[src/rtl/sub8b_seq.sv]
// Sequential 8-bit subtractor: computes inA - inB - bin two bits per cycle
// over four cycles, with a start/busy/done handshake and held result flags.
module sub8b_seq (
  input  logic       clk,
  input  logic       rst_n,
  input  logic       start,
  input  logic [7:0] inA,
  input  logic [7:0] inB,
  input  logic       bin,
  output logic       busy,
  output logic       done,
  output logic [7:0] diff,
  output logic       bout,
  output logic       zero,
  output logic       ovf
);

  typedef enum logic [1:0] {
    S_IDLE,
    S_CALC,
    S_DONE
  } state_t;

  state_t     state;
  logic [1:0] step;
  logic [7:0] a_reg;
  logic [7:0] b_reg;
  logic       carry;
  logic [7:0] partial;

  logic [2:0] idx;
  logic [2:0] slice_sum;
  logic [7:0] p_next;

  // Subtraction as A + ~B + carry, where carry starts as ~bin.
  always_comb begin
    idx       = {step, 1'b0};
    slice_sum = {1'b0, a_reg[idx +: 2]} + {1'b0, ~b_reg[idx +: 2]} + {2'b00, carry};
    p_next    = partial;
    p_next[idx +: 2] = slice_sum[1:0];
  end

  always_ff @(posedge clk) begin
    if (!rst_n) begin
      state   <= S_IDLE;
      step    <= 2'd0;
      a_reg   <= 8'h00;
      b_reg   <= 8'h00;
      carry   <= 1'b0;
      partial <= 8'h00;
      busy    <= 1'b0;
      done    <= 1'b0;
      diff    <= 8'h00;
      bout    <= 1'b0;
      zero    <= 1'b0;
      ovf     <= 1'b0;
    end else begin
      done <= 1'b0;
      case (state)
        S_IDLE, S_DONE: begin
          if (start) begin
            a_reg   <= inA;
            b_reg   <= inB;
            carry   <= ~bin;
            step    <= 2'd0;
            partial <= 8'h00;
            busy    <= 1'b1;
            state   <= S_CALC;
          end else begin
            state <= S_IDLE;
          end
        end
        S_CALC: begin
          partial <= p_next;
          carry   <= slice_sum[2];
          if (step == 2'd3) begin
            // Final slice: results are taken from the freshly completed partial.
            diff  <= p_next;
            bout  <= ~slice_sum[2];
            zero  <= (p_next == 8'h00);
            ovf   <= (a_reg[7] ^ b_reg[7]) & (p_next[7] ^ a_reg[7]);
            busy  <= 1'b0;
            done  <= 1'b1;
            state <= S_DONE;
          end else begin
            step <= step + 2'd1;
          end
        end
        default: state <= S_IDLE;
      endcase
    end
  end

endmodule

[config.mk]
export PLATFORM = sky130hd
export DESIGN_NAME = sub8b_seq
export DESIGN_NICKNAME = d
export VERILOG_FILES = /design/src/rtl/sub8b_seq.sv
export SDC_FILE = /design/constraint.sdc
export NUM_CORES = 1
export LEC_CHECK = 0
export BUFFER_PORTS_ARGS = -buffer_cell sky130_fd_sc_hd__buf_2
export CORE_MARGIN = 2
export CORE_UTILIZATION = 45
export DETAILED_ROUTE_END_ITERATION = 8
export HOLD_SLACK_MARGIN = 0.15
export PLACE_DENSITY = 0.66
export SKIP_LAST_GASP = 1
export SYNTH_ARGS = -nofsm -noshare
export SYNTH_HDL_FRONTEND = slang
export SYNTH_SLANG_ARGS = --single-unit
[constraint.sdc]
create_clock -name clk -period 3 [get_ports clk]
set_clock_uncertainty 0.05 [all_clocks]
set_input_delay 0 -clock clk [delete_from_list [all_inputs] [get_ports clk]]
set_output_delay 0 -clock clk [all_outputs]
set_load 0.05 [all_outputs]
After elaboration in Yosys (flattened, before gate mapping)
Cells that the tools add are included.
- register bits after elaboration: 42
- bits in latches: 0
- bits in writable memories: 0
- bits in read-only memories: 0
- bits of input ports: 20
- output and inout port bits: 13
- word-level logic and storage cells: 57
- memories: 0
- add/sub/neg operators: 4
- multipliers: 0
- div/mod/pow operators: 0
- order comparisons: 0
- equality and inequality tests: 6
- shifts and indexed selects: 4
- multiplexer cells: 15
- bitwise gates (word level): 6
- reduce and logical (&&, ||, !) cells: 10
- operator list (operator ; number):
    $pmux 8 s2 ; 1
    $shiftx 8x4->2 ; 2
    $bwmux 8 ; 1
    $logic_not 8->1 ; 1
    $mux 8 ; 1
    $pmux 2 s2 ; 2
    $reduce_and 2->1 ; 4
    $shift 2x5->8 const A ; 1
    $shiftx 2x5->8 ; 1
    $mux 2 ; 3
    $ne 2x2->1 const B ; 3
    $reduce_and 3->1 ; 2
    $mux 1 ; 5
    $neg 3->5 ; 1
    $eq 2x2->1 const B ; 2
    $pmux 1 s2 ; 2
    $add 2x2->3 ; 1
    $add 3x1->3 ; 1
    $add 2x1->2 const B ; 1
    $eq 2x1->1 const B ; 1
    $logic_not 2->1 ; 1
    $not 1->1 ; 2
    $not 2->2 ; 1
    $reduce_bool 2->1 ; 1
    other kinds (3) ; 4

Longest topological paths before layout
Gate-level depths: netlist of run 1.
- word-level depth: 8
- depth in mapped cells: 10
- depth with buffers taken out: 9

Worst setup path before layout of run 1
Ideal clock, no wire load.
- path kind: reg-to-reg
- from: reg step[0]
- to: reg ovf
- data arrival time: 2.548 ns
- required time: 2.829 ns
- setup slack: 0.281 ns
- cell stages (with the launch flop): 10
- period minus slack after synthesis: 2.719 ns
- cell sequence: dfxtp_1 -> buf_6 -> mux4_2 -> fa_1 -> inv_1 -> fa_1 -> nor2b_1 -> a31oi_4 -> mux2i_1 -> a21oi_1
- word-level cells in the longest chain between the ends: 8
- elaborated cells on any way between the ends: 13
- those cells by class: add/sub (3); eq/ne (1); shift (4); mux (1); bitwise (3); reduce/logical (1)
- RTL lines (element ; line ; text):
    start, declared ; 25 ; logic [1:0] step;
    start signal, assigned ; 86 ; step <= step + 2'd1;
    $shiftx 8x4->2 ; 38 ; slice_sum = {1'b0, a_reg[idx +: 2]} + {1'b0, ~b_reg[idx +: 2]} + {2'b00, carry};
    $not 2->2 ; 38 ;
    $add 2x2->3 ; 38 ;
    $add 3x1->3 ; 38 ;
    $shiftx 2x5->8 ; 40 ; p_next[idx +: 2] = slice_sum[1:0];
    $bwmux 8 ; 40 ;
    $xor 1x1->1 ; 81 ; ovf <= (a_reg[7] ^ b_reg[7]) & (p_next[7] ^ a_reg[7]);
    $and 1x1->1 ; 81 ;
    end signal, assigned ; 81 ;
    end, declared ; 15 ; output logic ovf
Parallel ways exist; a longest one is shown, timed or not.
A chain may end at the register's enable or synchronous reset.

Final worst setup path of run 1
- from: reg step[0]
- to: reg diff[1]
- word-level cells in the longest chain between the ends: 6
- elaborated cells on any way between the ends: 11
- those cells by class: add/sub (3); eq/ne (1); shift (4); mux (1); bitwise (1); reduce/logical (1)
- RTL lines (element ; line ; text):
    $shiftx 8x4->2 ; 38 ;
    $not 2->2 ; 38 ;
    $add 2x2->3 ; 38 ;
    $add 3x1->3 ; 38 ;
    $shiftx 2x5->8 ; 40 ;
    $bwmux 8 ; 40 ;
    end signal, assigned ; 78 ; diff <= p_next;
    end, declared ; 12 ; output logic [7:0] diff,
Parallel ways exist; a longest one is shown, timed or not.

==> results of run 1 <==
layout by cell type, fill, tap and decap left out, types with 5 or more instances in the layout:
cell type,instances
buf_4,5
buf_2,32
nor2b_1,13
ha_1,6
a21oi_1,20
nor2_1,21
nand2_1,37
clkbuf_8,5
a2bb2oi_1,6
a211oi_1,7
dlygate4sd3_1,19
inv_1,8
dfxtp_1,42
where the power goes:
part | leakage, nW | switching [mW] | internal [mW]
clock | 0.0452 | 0.193 | 0.164
combinational | 0.589 | 0.108 | 0.0908
sequential | 0.342 | 0.0127 | 0.578
layer usage:
layer	wire (um)	up-vias	GRT usage (%)
met1	1840	709	22.3
met5	0	-	0
met3	133	5	4.55
met2	2030	28	35.7
li1	-	827	-
met4	29	0	5.88
per-stage QoR:
step           total power, mW  std cells  area (sq um)
5_1_grt                   1.20        314          2380
4_1_cts                   1.15        314          2380
3_5_place_dp             0.783        287          2100
6_report                  1.15        314          2380
2_1_floorplan            0.733        210          1900
3_3_place_gp             0.779        287          2100
layout make-up:
cell class	instances	area [sq um]	area share, %
multi-input combinational	149	970	40.7
sequential	42	841	35.3
timing repair buffer	56	388	16.3
clock buffer	6	72.6	3.05
tap	50	62.6	2.63
inverter	9	33.8	1.42
clock inverter	2	13.8	0.578
worst paths after layout:
check | to | slack [ns] | cells past startpoint
worst max-delay path | diff[1] | 0.20 | 9
worst min-delay path | busy | 0.15 | 4
worst max register to register | diff[1] | 0.20 | 9
worst min register to register | b_reg[6] | 0.41 | 2
Yosys cell counts, types with 4 or more instances:
library cell	count	share of area [%]
a211oi_1	7	2.8
a21oi_1	20	5.3
a2bb2oi_1	6	2.8
buf_2	5	1.3
dfxtp_1	42	44
ha_1	6	4.0
inv_1	8	1.6
mux4_2	4	4.8
nand2_1	37	7.3
nor2_1	21	4.2
nor2b_1	13	4.3
worst max-delay path, cell delays in order, from the launching register on:
cell and delay [ns]:
dfxtp_1 0.38, buf_4 0.16, mux4_2 0.48, inv_1 0.09, fa_1 0.18, inv_1 0.05, fa_1 0.55, nor2b_1 0.31
a31oi_1 0.20, a211oi_1 0.26
cells by family after synthesis:
| logic type | count (synthesis) | synth area share [%] |
|---|---|---|
| AO/OA/AOI/OAI | 49 | 17.9 |
| buffers and inverters | 19 | 4.49 |
| flip-flops | 42 | 44.4 |
| multiplexers | 7 | 6.34 |
| adder cells (fa/ha/maj) | 8 | 6.07 |
| AND/OR/NAND/NOR | 85 | 20.9 |
==> impl_metrics.tcl, run 1 <==
set metrics [dict create \
    holdBufCountCts 19 \
    preCtsSetupSlack_ns 0.201 \
    wl_per_cell_um 12.8 \
    timing.max_cap.violations 0 \
    overflow 0 \
    fmax_mhz 357 \
    via_per_inst 5.00 \
    cts_made_buffers 5 \
    powerDensity_nw_per_um2 482 \
    drt_iter0_drc 44 \
    cp.arrival_ns 2.96 \
    async_flop_share_pct 0 \
    cp_max_fo 4 \
    status "completed" \
    ys_dominant_reg_cell "dfxtp_1" \
    setup_viol 0 \
    clk_pin_slew_worst_paths_ns 0.08 \
    synthesis.area_sq_um 1900 \
    cts-resized-gates 0 \
    firstDrtPassIters 5 \
    fin_nets 291 \
    drive_gt1_share_pct 20.1 \
    grt_usage_pct 19.5 \
    clock_latency_ns 0.29 \
    synth_area_per_cell_sq_um 9.03 \
    cts_setup_buffers 0 \
    synth.lib_cells_used.distinct 38 \
    htreeDepth 2 \
    tightest_slew_ns 0.614 \
    grt_max_degree 38 \
    fin_crit_ns 2.80 \
    ys_ff_latch 42 \
    finalSetupTns_ns 0 \
    slew_headroom_pct 59.0 \
    syn-instance-count 210 \
    synth_edf_count 0 \
    ant_nets 0 \
    antenna_found_initial 0 \
    grt_pass1_vias 1544 \
    die_area_sq_um 4750 \
    ios 33 \
    cts_max_path_buffers 2 \
    area_growth_pct 25.6 \
    reg2reg_from "step[0]" \
    crit_required_ns 3.16 \
    antenna_cells 0 \
    ir_worst_vdd_mv 0.302 \
    min_from "start" \
    ys_warn_count 0 \
    critPathKind "flip-flop to flip-flop" \
    fin_crit_sh_pct 93.3 \
    root_buffer "clkbuf_8" \
    post-route-util_pct 59.1 \
    routed-via-count 1569 \
    fillCellCount 378 \
    setup_slack_ns 0.200 \
    routed_wl_um 4030 \
    hold-worst-slack_ns 0.149 \
    clock_sinks 42 \
    cts_tree "built" \
    p_leak_nw 0.976 \
    gp_congestion 0.879 \
    io_buffers 32 \
    floorplan.initialDensity_pct 47.0 \
    crit_path_start_kind "flip-flop" \
    rsz0062_at_grt "no" \
    startpoint "step[0]" \
    fp.dieW_um 68.9 \
    final_hold_viol_count 0 \
    synthesis.nets 238 \
    hpwl_um 2760 \
    num_rows 23 \
    drc 0 \
    seq_area_frac_synth_pct 44.4 \
    die_h_um 68.9 \
    grt_pass1_wl_um 6730 \
    core_area_sq_um 4030 \
    drv_slew 0 \
    hold_path_class "primary input to flip-flop" \
    critPathCaptureType "flip-flop" \
]
(Power assumes the default switching activity.)
==> run 2: changes to the inputs <==
Clock period 3 ns to 2.8 ns, I/O delays scaled along.
==> run 2 against run 1 <==
- total power up 11%
- via count up 1.5%
- register-to-register slack lost 0.06 ns
- highest routed layer unchanged
- sequential share of layout area fell by 0.30 points
- utilization rose by 0.59 points
- cell area increased by 1.0%
==> impl_metrics.tcl, run 2 (synthesized netlist as in run 1, its figures left out) <==
set metrics [dict create \
    status "completed" \
    antenna_cells 0 \
    reg2reg_slack_ns 0.14 \
    grt_max_degree 38 \
    drv_slew 0 \
    grt_usage_pct 20.8 \
    r2r-end "ovf" \
    final_common_cell "dfxtp_1" \
    slew_headroom_pct 59.5 \
    preCtsSetupSlack_ns 0.101 \
    via_per_inst 5.06 \
    fmax_mhz 376 \
    overflow 0 \
    grt_pass1_vias 1597 \
    mostFrequentLayoutCells "dfxtp_1 (41), nand2_1 (37), buf_2 (32), nor2_1 (21), a21oi_1 (20)" \
    fp.dieW_um 68.9 \
    cp.arrival_ns 2.78 \
    setup_viol 0 \
    fin_nets 292 \
    tightest_slew_ns 0.606 \
    clkPwrFrac_pct 32.9 \
    hold_path_class "primary input to flip-flop" \
    min_from "start" \
    final_hold_viol_count 0 \
    ant_nets 0 \
    core_area_sq_um 4030 \
    critPathCaptureType "flip-flop" \
    root_buffer "clkbuf_8" \
    routed_wl_um 4170 \
    clock_latency_ns 0.30 \
    drc 0 \
    io_buffers 32 \
    cts_made_buffers 5 \
    clk_pin_slew_worst_paths_ns 0.08 \
    hpwl_um 2850 \
    drive_gt1_share_pct 21.1 \
    reg2reg_depth 8 \
    grt_pass1_wl_um 7180 \
    powerDensity_nw_per_um2 530 \
    htreeDepth 2 \
    pwr-share-seq_pct 49.8 \
    antenna_found_initial 0 \
    crit_path_start_kind "flip-flop" \
    ir_worst_vdd_mv 0.362 \
    routed-via-count 1593 \
    finalSetupTns_ns 0 \
    critPathKind "flip-flop to flip-flop" \
    setup_slack_ns 0.144 \
    reg2reg_from "step[0]" \
    area_growth_pct 26.9 \
    p_sw_uw 347 \
    wl_per_cell_um 13.3 \
    cp_max_fo 4 \
    clock_sinks 42 \
    hold_path_depth 4 \
    num_rows 23 \
    crit_required_ns 2.92 \
    firstDrtPassIters 4 \
    die_h_um 68.9 \
    cts_tree "built" \
    gp_congestion 0.883 \
    hold_end "busy" \
    intPower_uw 927 \
    fin_crit_sh_pct 94.9 \
    power_frac_comb_pct 17.3 \
    floorplan.initialDensity_pct 47.0 \
    rsz0062_at_grt "no" \
    die_area_sq_um 4750 \
    fin_crit_ns 2.66 \
    switching_share_pct 27.3 \
    drt_iter0_drc 68 \
    cts_max_path_buffers 2 \
    p_leak_nw 0.986 \
    ios 33 \
    timing.max_cap.violations 0 \
]
==> run 2: cell count changes in the layout (fill, tap and decap cells not counted), sizes merged <==
cell,previous run,this run
clkinv,2,0
buf,37,38
clkbuf,6,7
inv,9,10
==> run 2: worst max-delay path by stage <==
stage	endpoint	startpoint	slack, ns
2_1_floorplan	ovf	step[0]	0.08
3_3_place_gp	partial[1]	step[0]	0.14
3_5_place_dp	partial[1]	step[0]	0.10
4_1_cts	partial[1]	step[0]	0.07
5_1_grt	ovf	step[0]	0.006
6_report	ovf	step[0]	0.14
==> run 2: layout make-up <==
| class | instances | area, sq um |
|---|---|---|
| Inverter | 9 | 33.8 |
| Tap cell | 50 | 62.6 |
| Multi-Input combinational cell | 149 | 976 |
| Fill cell | 370 | 1620 |
| Timing Repair Buffer | 57 | 395 |
| Clock inverter | 1 | 8.76 |
| Sequential cell | 42 | 842 |
| Clock buffer | 7 | 86.3 |
==> run 2: per-stage QoR <==
step	util [%]	std cells	cell area [sq um]	total power, mW	hold slack [ns]
2_1_floorplan	-	210	1900	0.786	0.0553
3_5_place_dp	52.4	288	2110	0.843	0.176
6_report	59.7	315	2400	1.27	0.200
3_3_place_gp	52.4	288	2110	0.839	0.170
5_1_grt	59.7	315	2400	1.34	0.231
4_1_cts	59.5	315	2400	1.28	0.206
==> run 2: critical path, stage by stage, from the launching register on <==
cell     delay [ns]
dfxtp_2        0.38
mux4_2         0.51
fa_1           0.37
inv_1          0.07
fa_1           0.42
nor2b_1        0.19
a31oi_4        0.25
mux2i_1        0.21
a21oi_1        0.08
==> run 2: timing repair <==
action	in CTS	in global routing
endpoints found under the setup margin	0	4
setup buffers	0	0
resized for setup	0	2
hold endpoints to repair	21	0
hold buffers	19	0
==> run 2: layer usage <==
| metal | up-vias | GRT usage [%] | part of all wire, % |
|---|---|---|---|
| met5 | - | 0 | 0 |
| li1 | 832 | - | - |
| met2 | 35 | 36.9 | 50 |
| met1 | 719 | 24.2 | 44 |
| met3 | 7 | 4.87 | 3.8 |
| met4 | 0 | 7.84 | 1.7 |
==> run 2: power groups by stage <==
stage | clock network, mW | registers [mW] | logic [mW]
5_1_grt | 0.452 | 0.637 | 0.247
2_1_floorplan | 0 | 0.649 | 0.137
6_report | 0.419 | 0.634 | 0.220
3_3_place_gp | 0 | 0.647 | 0.192
4_1_cts | 0.429 | 0.634 | 0.216
3_5_place_dp | 0 | 0.648 | 0.195
==> run 3: changes to the inputs <==
--- a/config.mk
+++ b/config.mk
@@ -10,5 +10,5 @@
 export CORE_UTILIZATION = 45
 export DETAILED_ROUTE_END_ITERATION = 8
-export HOLD_SLACK_MARGIN = 0.15
+export HOLD_SLACK_MARGIN = 0.03
 export PLACE_DENSITY = 0.66
 export SKIP_LAST_GASP = 1
==> constraint.sdc (replaced) <==
create_clock -name clk -period 2.8 [get_ports clk]
set_clock_uncertainty 0.05 [all_clocks]
set_input_delay 0.28 -clock clk [delete_from_list [all_inputs] [get_ports clk]]
set_output_delay 0.28 -clock clk [all_outputs]
set_load 0.05 [all_outputs]
==> run 3 against run 2 <==
- total power down 2.0%
- cell area shrank 7.9%
- worst setup slack improved by 0.0016 ns
- critical path type unchanged
- largest cell class unchanged
==> impl_metrics.tcl, run 3 (synthesized netlist as in run 1, its figures left out) <==
set metrics [dict create \
    status "completed" \
    post-route-util_pct 55.0 \
    antenna_found_initial 0 \
    hold_path_depth 2 \
    routed-via-count 1522 \
    crit_top_cell "fa_1" \
    floorplan.initialDensity_pct 47.0 \
    intPower_uw 908 \
    tightest_slew_ns 0.607 \
    dpl_cell_area_sq_um 2110 \
    ant_nets 0 \
    grt_pass1_vias 1492 \
    cts-resized-gates 0 \
    crit_required_ns 2.93 \
    cts_setup_buffers 0 \
    cts_made_buffers 5 \
    critical_path_depth 8 \
    fin_crit_sh_pct 94.8 \
    hpwl_um 2850 \
    critPathCaptureType "flip-flop" \
    io_buffers 32 \
    p_leak_nw 0.905 \
    die_h_um 68.9 \
    ios 33 \
    path_cells "mux4_2 -> fa_1 -> inv_1 -> fa_1 -> nor2b_1 -> a31oi_4 -> mux2i_1 -> a21oi_1" \
    fmax_mhz 377 \
    cp_max_fo 4 \
    cts_tree "built" \
    htreeDepth 2 \
    num_rows 23 \
    slew_headroom_pct 59.5 \
    p_sw_uw 340 \
    reg2reg_depth 8 \
    clock_sinks 42 \
    timing.max_cap.violations 0 \
    via_per_inst 5.14 \
    critPathMaxStageDelay_ns 0.51 \
    setup_viol 0 \
    die_area_sq_um 4750 \
    fin_nets 273 \
    firstDrtPassIters 4 \
    drc 0 \
    power_frac_comb_pct 15.8 \
    switching_share_pct 27.2 \
    cts_max_path_buffers 2 \
    routed_wl_um 3870 \
    cp.arrival_ns 2.78 \
    holdBufCountCts 0 \
    grt_usage_pct 19.5 \
    mostFrequentLayoutCells "dfxtp_1 (41), nand2_1 (37), buf_2 (32), nor2_1 (21), a21oi_1 (20)" \
    clk_pin_slew_worst_paths_ns 0.08 \
    final_hold_viol_count 0 \
    final_common_cell "dfxtp_1" \
    antenna_cells 0 \
    critPathKind "flip-flop to flip-flop" \
    hold_path_class "primary input to flip-flop" \
    ir_worst_vdd_mv 0.354 \
    wl_per_cell_um 13.1 \
    pwr-share-seq_pct 50.8 \
    crit_path_start_kind "flip-flop" \
    cp_slowest_cell "mux4_2" \
    root_buffer "clkbuf_8" \
    core_area_sq_um 4030 \
    drt_iter0_drc 81 \
    grt_max_degree 38 \
    drive_gt1_share_pct 22.8 \
    grt_pass1_wl_um 6760 \
    clock_latency_ns 0.30 \
    fin_crit_ns 2.65 \
    crit_family "adder cells" \
    cp.buffers_inverters 1 \
    rsz0062_at_grt "no" \
    fp.dieW_um 68.9 \
    finalSetupTns_ns 0 \
    fillCellCount 398 \
    gp_congestion 0.883 \
    clkPwrFrac_pct 33.4 \
    finalNonFillerCells 296 \
    drv_slew 0 \
    powerDensity_nw_per_um2 563 \
    dp.cells 288 \
    overflow 0 \
    final_area_sq_um 2210 \
    area_growth_pct 16.8 \
]
[run 3: cell types whose count changed in the layout (fill, tap and decap cells not counted), sizes merged]
cell         delta
dlygate4sd3    -19
[run 3: metrics by stage]
| stage | hold slack [ns] | power, mW | setup WS (ns) |
|---|---|---|---|
| final | 0.132 | 1.25 | 0.145 |
| after detailed placement | 0.397 | 0.843 | 0.101 |
| after global routing | 0.134 | 1.31 | 0.00512 |
| after CTS | 0.134 | 1.26 | 0.0658 |
| after global placement | 0.395 | 0.839 | 0.140 |
| after floorplan | 0.335 | 0.786 | 0.0807 |
[run 3: power groups by stage]
stage | registers [mW] | clock network [mW] | logic [mW]
floorplan | 0.649 | 0 | 0.137
global placement | 0.647 | 0 | 0.192
detailed placement | 0.648 | 0 | 0.195
CTS | 0.634 | 0.429 | 0.195
global route | 0.637 | 0.453 | 0.222
finish | 0.634 | 0.417 | 0.197
[run 3: final timing paths]
check | from | endpoint | slack (ns)
worst max-delay path | step[0] | ovf | 0.15
worst min-delay path | bin | carry | 0.13
worst max register to register | step[0] | ovf | 0.15
worst min register to register | a_reg[5] | a_reg[5] | 0.40
[run 3: cell type report]
cell class / count / area, sq um / area share (%)
clock inverters: 1 / 8.76 / 0.395
repair buffers: 38 / 205 / 9.27
well taps: 50 / 62.6 / 2.82
clock buffers: 7 / 86.3 / 3.90
flip-flops and latches: 42 / 842 / 38.0
inverters: 9 / 33.8 / 1.53
multi-input cells: 149 / 976 / 44.1
[run 3: routing by layer]
| layer | share of wire (%) | GRT usage, % |
|---|---|---|
| met3 | 4.8 | 4.87 |
| met1 | 45 | 23.4 |
| met4 | 1.8 | 7.84 |
| met5 | 0 | 0 |
| met2 | 48 | 33.4 |
